### src/rtl/stream_demux_pkg.sv
// Shared types and defaults for the stream_demux block.
package stream_demux_pkg;

  localparam int N_PORTS_DEF = 4;
  localparam int DATA_W_DEF  = 8;
  localparam int ERR_CNT_W   = 8;

  typedef enum logic {
    SLOT_EMPTY = 1'b0,
    SLOT_FULL  = 1'b1
  } slot_st_e;

endpackage

### src/rtl/stream_demux_if.sv
// Input beat + per-port output handshake bundle for stream_demux.
interface stream_demux_if
  import stream_demux_pkg::*;
#(
  parameter int N_PORTS = N_PORTS_DEF,
  parameter int DATA_W  = DATA_W_DEF
) ();

  logic                        in_valid_i;
  logic                        in_ready_o;
  logic [DATA_W-1:0]           in_data_i;
  logic [N_PORTS-1:0]          in_sel_i;
  logic [N_PORTS-1:0]          out_valid_o;
  logic [N_PORTS-1:0]          out_ready_i;
  logic [N_PORTS*DATA_W-1:0]   out_data_o;

  // Demux-side view.
  modport slave (
    input  in_valid_i, in_data_i, in_sel_i, out_ready_i,
    output in_ready_o, out_valid_o, out_data_o
  );

  // Environment view: upstream producer plus the per-lane consumers.
  modport master (
    output in_valid_i, in_data_i, in_sel_i, out_ready_i,
    input  in_ready_o, out_valid_o, out_data_o
  );

endinterface

### src/rtl/stream_demux_slot.sv
// One-entry register slot for a single demux output lane.
module stream_demux_slot
  import stream_demux_pkg::*;
#(
  parameter int DATA_W = DATA_W_DEF
) (
  input  logic              clk_i,
  input  logic              rst_ni,
  input  logic              load_i,
  input  logic [DATA_W-1:0] data_i,
  output logic              valid_o,
  input  logic              ready_i,
  output logic [DATA_W-1:0] data_o,
  output logic              full_o
);

  slot_st_e          st_p1;
  slot_st_e          st_nxt;
  logic [DATA_W-1:0] data_p1;

  always_ff @(posedge clk_i or negedge rst_ni) begin
    if (!rst_ni) begin
      st_p1 <= SLOT_EMPTY;
    end else begin
      st_p1 <= st_nxt;
    end
  end

  // A load while draining keeps the slot full, so the lane runs without bubbles.
  always_comb begin
    st_nxt = st_p1;
    case (st_p1)
      SLOT_EMPTY: if (load_i) st_nxt = SLOT_FULL;
      SLOT_FULL:  if (!load_i && ready_i) st_nxt = SLOT_EMPTY;
      default:    st_nxt = SLOT_EMPTY;
    endcase
  end

  // ---- stage p1: payload register (holds last value once drained)
  always_ff @(posedge clk_i or negedge rst_ni) begin
    if (!rst_ni) begin
      data_p1 <= '0;
    end else if (load_i) begin
      data_p1 <= data_i;
    end
  end

  assign valid_o = (st_p1 == SLOT_FULL);
  assign full_o  = (st_p1 == SLOT_FULL);
  assign data_o  = data_p1;

endmodule

### src/rtl/stream_demux.sv
// 1-to-N valid/ready demultiplexer with one-hot select and per-port slots.
// Optional illegal-select counter: define STREAM_DEMUX_ERR_CNT_EN.
module stream_demux
  import stream_demux_pkg::*;
#(
  parameter int N_PORTS = N_PORTS_DEF,
  parameter int DATA_W  = DATA_W_DEF
) (
  input  logic                 clk_i,
  input  logic                 rst_ni,
  stream_demux_if.slave        bus,
  output logic                 err_o,
  output logic [ERR_CNT_W-1:0] err_cnt_o
);

  logic                             sel_legal;
  logic                             accept;
  logic                             drop;
  logic [N_PORTS-1:0]               load;
  logic [N_PORTS-1:0]               slot_vld;
  logic [N_PORTS-1:0]               slot_full;
  logic [N_PORTS-1:0][DATA_W-1:0]   slot_data;
  logic                             err_p1;

  // Exactly one bit set: non-zero and clearing the lowest set bit leaves nothing.
  assign sel_legal = (bus.in_sel_i != '0) &&
                     ((bus.in_sel_i & (bus.in_sel_i - N_PORTS'(1))) == '0);

  // Illegal selects are always swallowed so a bad producer cannot wedge the input.
  assign bus.in_ready_o = sel_legal ? |(bus.in_sel_i & (~slot_full | bus.out_ready_i))
                                    : 1'b1;

  assign accept = bus.in_valid_i & bus.in_ready_o;
  assign drop   = accept & ~sel_legal;
  assign load   = {N_PORTS{accept & sel_legal}} & bus.in_sel_i;

  for (genvar k = 0; k < N_PORTS; k++) begin : g_slot
    stream_demux_slot #(
      .DATA_W (DATA_W)
    ) u_slot (
      .clk_i   (clk_i),
      .rst_ni  (rst_ni),
      .load_i  (load[k]),
      .data_i  (bus.in_data_i),
      .valid_o (slot_vld[k]),
      .ready_i (bus.out_ready_i[k]),
      .data_o  (slot_data[k]),
      .full_o  (slot_full[k])
    );
  end

  assign bus.out_valid_o = slot_vld;
  assign bus.out_data_o  = slot_data;

  // ---- stage p1: error pulse registered one cycle after the dropped beat
  always_ff @(posedge clk_i or negedge rst_ni) begin
    if (!rst_ni) begin
      err_p1 <= 1'b0;
    end else begin
      err_p1 <= drop;
    end
  end

  assign err_o = err_p1;

`ifdef STREAM_DEMUX_ERR_CNT_EN
  logic [ERR_CNT_W-1:0] err_cnt_p1;

  function automatic logic [ERR_CNT_W-1:0] sat_inc(input logic [ERR_CNT_W-1:0] cnt);
    return (cnt == '1) ? cnt : cnt + ERR_CNT_W'(1);
  endfunction

  always_ff @(posedge clk_i or negedge rst_ni) begin
    if (!rst_ni) begin
      err_cnt_p1 <= '0;
    end else if (drop) begin
      err_cnt_p1 <= sat_inc(err_cnt_p1);
    end
  end

  assign err_cnt_o = err_cnt_p1;
`else
  assign err_cnt_o = '0;
`endif

endmodule

### src/flat_wrapper.sv
// flat-port wrapper written by rule: the top's interface ports become plain ports
module stream_demux_flat import stream_demux_pkg::*;
#(
  parameter int N_PORTS = N_PORTS_DEF,
  parameter int DATA_W  = DATA_W_DEF
)
  (clk_i, rst_ni, err_o, err_cnt_o, bus_in_valid_i, bus_in_data_i, bus_in_sel_i, bus_out_ready_i, bus_in_ready_o, bus_out_valid_o, bus_out_data_o);
  stream_demux_if #(.N_PORTS(N_PORTS), .DATA_W(DATA_W)) bus_i ();
  input  logic clk_i;
  input  logic rst_ni;
  output logic err_o;
  output logic [ERR_CNT_W-1:0] err_cnt_o;
  input wire logic [$bits(bus_i.in_valid_i)-1:0] bus_in_valid_i;
  input wire logic [$bits(bus_i.in_data_i)-1:0] bus_in_data_i;
  input wire logic [$bits(bus_i.in_sel_i)-1:0] bus_in_sel_i;
  input wire logic [$bits(bus_i.out_ready_i)-1:0] bus_out_ready_i;
  output wire logic [$bits(bus_i.in_ready_o)-1:0] bus_in_ready_o;
  output wire logic [$bits(bus_i.out_valid_o)-1:0] bus_out_valid_o;
  output wire logic [$bits(bus_i.out_data_o)-1:0] bus_out_data_o;
  assign bus_i.in_valid_i = bus_in_valid_i;
  assign bus_i.in_data_i = bus_in_data_i;
  assign bus_i.in_sel_i = bus_in_sel_i;
  assign bus_i.out_ready_i = bus_out_ready_i;
  assign bus_in_ready_o = bus_i.in_ready_o;
  assign bus_out_valid_o = bus_i.out_valid_o;
  assign bus_out_data_o = bus_i.out_data_o;
  stream_demux #(.N_PORTS(N_PORTS), .DATA_W(DATA_W)) u_core (.clk_i(clk_i), .rst_ni(rst_ni), .bus(bus_i), .err_o(err_o), .err_cnt_o(err_cnt_o));
endmodule
### config.mk
export PLATFORM = sky130hd
export DESIGN_NAME = stream_demux_flat
export DESIGN_NICKNAME = d
export VERILOG_FILES = /design/src/rtl/stream_demux_pkg.sv /design/src/rtl/stream_demux_if.sv /design/src/rtl/stream_demux_slot.sv /design/src/rtl/stream_demux.sv /design/src/flat_wrapper.sv
export SDC_FILE = /design/constraint.sdc
export NUM_CORES = 1
export LEC_CHECK = 0
export ABC_CLOCK_PERIOD_IN_PS = 1500
export CELL_PAD_IN_SITES_DETAIL_PLACEMENT = 0
export CELL_PAD_IN_SITES_GLOBAL_PLACEMENT = 2
export CORE_MARGIN = 1
export CORE_UTILIZATION = 26
export DETAILED_ROUTE_END_ITERATION = 8
export GPL_ROUTABILITY_DRIVEN = 0
export GPL_TIMING_DRIVEN = 1
export PLACE_DENSITY = 0.87
export REMOVE_ABC_BUFFERS = 1
export SLEW_MARGIN = 30
export SYNTH_ARGS = -nofsm -noshare
export SYNTH_HDL_FRONTEND = slang
export SYNTH_HIERARCHICAL = 1
export SYNTH_SLANG_ARGS = --single-unit
### constraint.sdc
create_clock -name clk_i -period 1.5 [get_ports clk_i]
set_input_delay 0.15 -clock clk_i [delete_from_list [all_inputs] [get_ports clk_i]]
set_output_delay 0.15 -clock clk_i [all_outputs]
set_load 0.03 [all_outputs]
==> flow_summary_export.csv <==
group,metric,value,unit
critical_path,required,1.67,ns
critical_path,end_kind,"flop",
synthesis,synth_top_area_share,53.1,%
global_routing,grt_max_degree,38,
hold_path,min_path_type,"in2async",
critical_path,start_kind,"flop",
routing,routed_wirelength,3780,um
critical_path,crit_buf_inv,2,
routing,final_antenna_net_count,0,
routing,post_drt_wl_per_cell,14.2,um
cells_and_area,area_growth,52.3,%
sta,finalCritPeriodShare,101,%
clock_tree,clock_latency,0.28,ns
sta,min_period,1.51,ns
synthesis,ys_warn_count,6,
synthesis,ys_types,17,
global_routing,grt_use_met3,4.55,%
global_routing,top_usage_layer,"met2",
placed_design,port_buffers,56,
clock_tree,cts_max_level,2,
pwr,p_switching,1.13,mW
floorplan,fp-row-count,29,
cells_and_area,fin_nets,209,
synthesis,ys_seq_elements,37,
synthesis,syn_area_per_cell,15.0,um^2
status,status,"finished with violations",
routing,via_per_inst,4.16,
sta,holdWs,0.441,ns
sta,finalClockSkew,0.00434,ns
floorplan,die_y,83.9,um
critical_path,critPathMaxFanout,4,
sta,setup_viol,6,
sta,maxClockFrequency,0.661,GHz
pwr,ir_drop,0.000728,V
floorplan,core-area,6420,um^2
placed_design,placed_area,2440,um^2
clock_tree,cts_root_buf,"clkbuf_8",
cells_and_area,fill_cells,584,
clock_tree,cts_tree,"built",
clock_tree,cts_buffer_depth,2,
routing,vias,1106,
cells_and_area,diodes,0,
global_routing,antenna_found_initial,0,
placed_design,dpl.hpwl,2610,um
global_routing,track_usage,11.4,%
run,drv_cap,0,
critical_path,crit_chain,"nand2b_1, a22oi_2, buf_6, a21oi_2, buf_4, mux2_4",
sta,rsz0062_at_grt,"yes",
synthesis,synth_cells,116,
clock_tree,cts.clk_slew.worst_paths,0.07,ns
pwr,power_density,1240,nW/um^2
sta,hold_viol,0,
sta,drv_slew,0,
global_routing,grtUsageMet1,15.3,%
critical_path,worst_ep_arrival_time,1.68,ns
routing,post-route-drc-count,2,
cells_and_area,multi_input_area,746,um^2
critical_path,cpPeakStageDelay,0.38,ns
pwr,pwr-share-seq,40.6,%
clock_tree,cts_made_buffers,5,
pwr,clkPwrFrac,18.8,%
pwr,p_int,2.17,mW
cells_and_area,drive_gt1_share,38.1,%
sta,tns,-0.0380,ns
pwr,power_frac_comb,40.5,%
synthesis,yosys.area.top_type,"dfrtp_1",
global_routing,grt_pass1_vias,1152,
routing,drt-pass1-iter-count,6,
cells_and_area,final_area,2660,um^2
critical_path,path_class,"reg2reg",
routing,first_iter_violations,24,
synthesis,synth_area_leaders,"dfrtp_1, mux2_4, buf_4",
sta,final.setup.worst_slack,-0.0130,ns
cells_and_area,utilization,41.4,%
status,violations,"DRC, setup timing",
synthesis,synth_area,1740,um^2
critical_path,slowest_stage,"dfrtp_1",
global_routing,use_met2,16.6,%
pwr,p_sw_share,34.2,%
floorplan,fp.dieArea,7040,um^2
critical_path,cp_top_family,"flip-flops",
cells_and_area,seqCellArea,926,um^2
clock_tree,clkSinkCount,37,
synthesis,ys_seq_area_share,53.1,%
floorplan,fp.dieW,83.9,um
pwr,p_leak,1.48,nW
floorplan,pin_count,65,
floorplan,initial_core_util,27.2,%
global_routing,grt.overflow.total,0,
global_routing,grt_pass1_wl,6160,um
==> path summary, 6_finish.rpt <==
| path | to | start | slack, ns | cells after the start |
|---|---|---|---|---|
| worst min-delay path | u_core/g_slot[3].u_slot/data_o[5]$_DFFE_PN0P_ | rst_ni | 0.44 | 3 |
| max in group asynchronous | u_core/g_slot[1].u_slot/full_o$_DFF_PN0_ | rst_ni | 0.73 | 3 |
| worst max register to register | u_core/g_slot[0].u_slot/data_o[0]$_DFFE_PN0P_ | u_core/g_slot[2].u_slot/full_o$_DFF_PN0_ | -0.01 | 6 |
| min in group clk_i | u_core/g_slot[2].u_slot/full_o$_DFF_PN0_ | bus_out_ready_i[2] | 0.47 | 3 |
| worst min register to register | u_core/g_slot[1].u_slot/data_o[1]$_DFFE_PN0P_ | u_core/g_slot[1].u_slot/data_o[1]$_DFFE_PN0P_ | 0.51 | 1 |
| worst max-delay path | u_core/g_slot[0].u_slot/data_o[0]$_DFFE_PN0P_ | u_core/g_slot[2].u_slot/full_o$_DFF_PN0_ | -0.01 | 6 |
==> metrics by stage <==
stage               worst slack (ns)  cells  power, mW
floorplan                     -0.448    107       2.13
global placement              -0.461    256       2.73
detailed placement            -0.480    256       2.74
CTS                          -0.0664    263       3.37
global route                 -0.0809    266       3.47
finish                       -0.0130    266       3.30
==> power by group through the flow <==
stage | logic (mW) | registers (mW) | clock network (mW)
6_report | 1.34 | 1.34 | 0.622
5_1_grt | 1.40 | 1.37 | 0.695
4_1_cts | 1.36 | 1.35 | 0.652
3_5_place_dp | 1.38 | 1.36 | 0
3_3_place_gp | 1.36 | 1.37 | 0
2_1_floorplan | 0.354 | 1.77 | 0
==> tightest hold or removal path, cell delays in order <==
cell and delay [ns]:
dlygate4sd3_1 0.52, buf_2 0.09, buf_4 0.40
==> flip-flops by register name (all words and copies together), names as in the netlist <==
name / cells
u_core/g_slot.u_slot/full_o: 4
u_core/err_o: 1
u_core/g_slot.u_slot/data_o: 32
==> final cells by class <==
type,instances,area share (%)
flip-flops and latches,37,34.9
repair buffers,76,30.0
multi-input cells,65,28.1
well taps,77,3.63
clock buffers,5,2.59
inverters,5,0.707
clock inverters,1,0.188
==> cell usage after synthesis <==
library cell	number
nand2b_1	4
a211o_1	1
a22oi_1	2
conb_1	1
a21o_2	4
nor2_1	2
buf_6	4
xor2_1	1
inv_1	5
nor4b_2	2
buf_4	12
a21oi_1	4
dfrtp_1	37
nand3_1	1
nand2_1	2
mux2_4	32
nand4b_1	2
==> logic make-up after synthesis <==
family	count (synthesis)	synth area share (%)
simple gates	13	5.31
compound gates	11	4.52
flops	37	53.1
mux	32	27.5
xor+xnor	1	0.502
buf+inv	21	8.82
other cells	1	0.215
==> layer usage <==
layer	vias up	share of wire, %
li1	525	-
met1	537	47
met2	39	46
met3	5	6.3
met4	0	0.98
met5	-	0
==> placed cells by master (no fill, tap or decap) <==
master,synthesis,final
buf_2,0,1
dlygate4sd2_1,0,12
nand4b_1,2,2
clkdlybuf4s50_1,0,19
a21o_2,4,4
nand3_2,0,1
conb_1,1,8
clkinv_2,0,1
a21oi_4,0,1
nand2b_1,4,4
buf_12,0,2
nor2_1,2,2
buf_4,12,12
dfrtp_1,37,37
dlygate4sd3_1,0,1
inv_1,5,5
xor2_1,1,1
mux2_4,32,32
buf_6,4,6
a211o_1,1,1
clkbuf_8,0,5
nand2_1,2,2
dlymetal6s2s_1,0,23
a21oi_2,0,3
nor4b_4,0,2
a22oi_2,0,2
==> timing repair <==
| action | in CTS | in global routing |
|---|---|---|
| pin swaps | 1 | 2 |
| endpoints found under the setup margin | 41 | 56 |
| hold buffers | 1 | 0 |
| buffers inserted | 0 | 3 |
| gates resized for setup | 17 | 34 |
| cloned | 0 | 1 |
| endpoints found under the hold margin | 37 | 0 |
No activity file was read; power rests on OpenSTA's default activity.
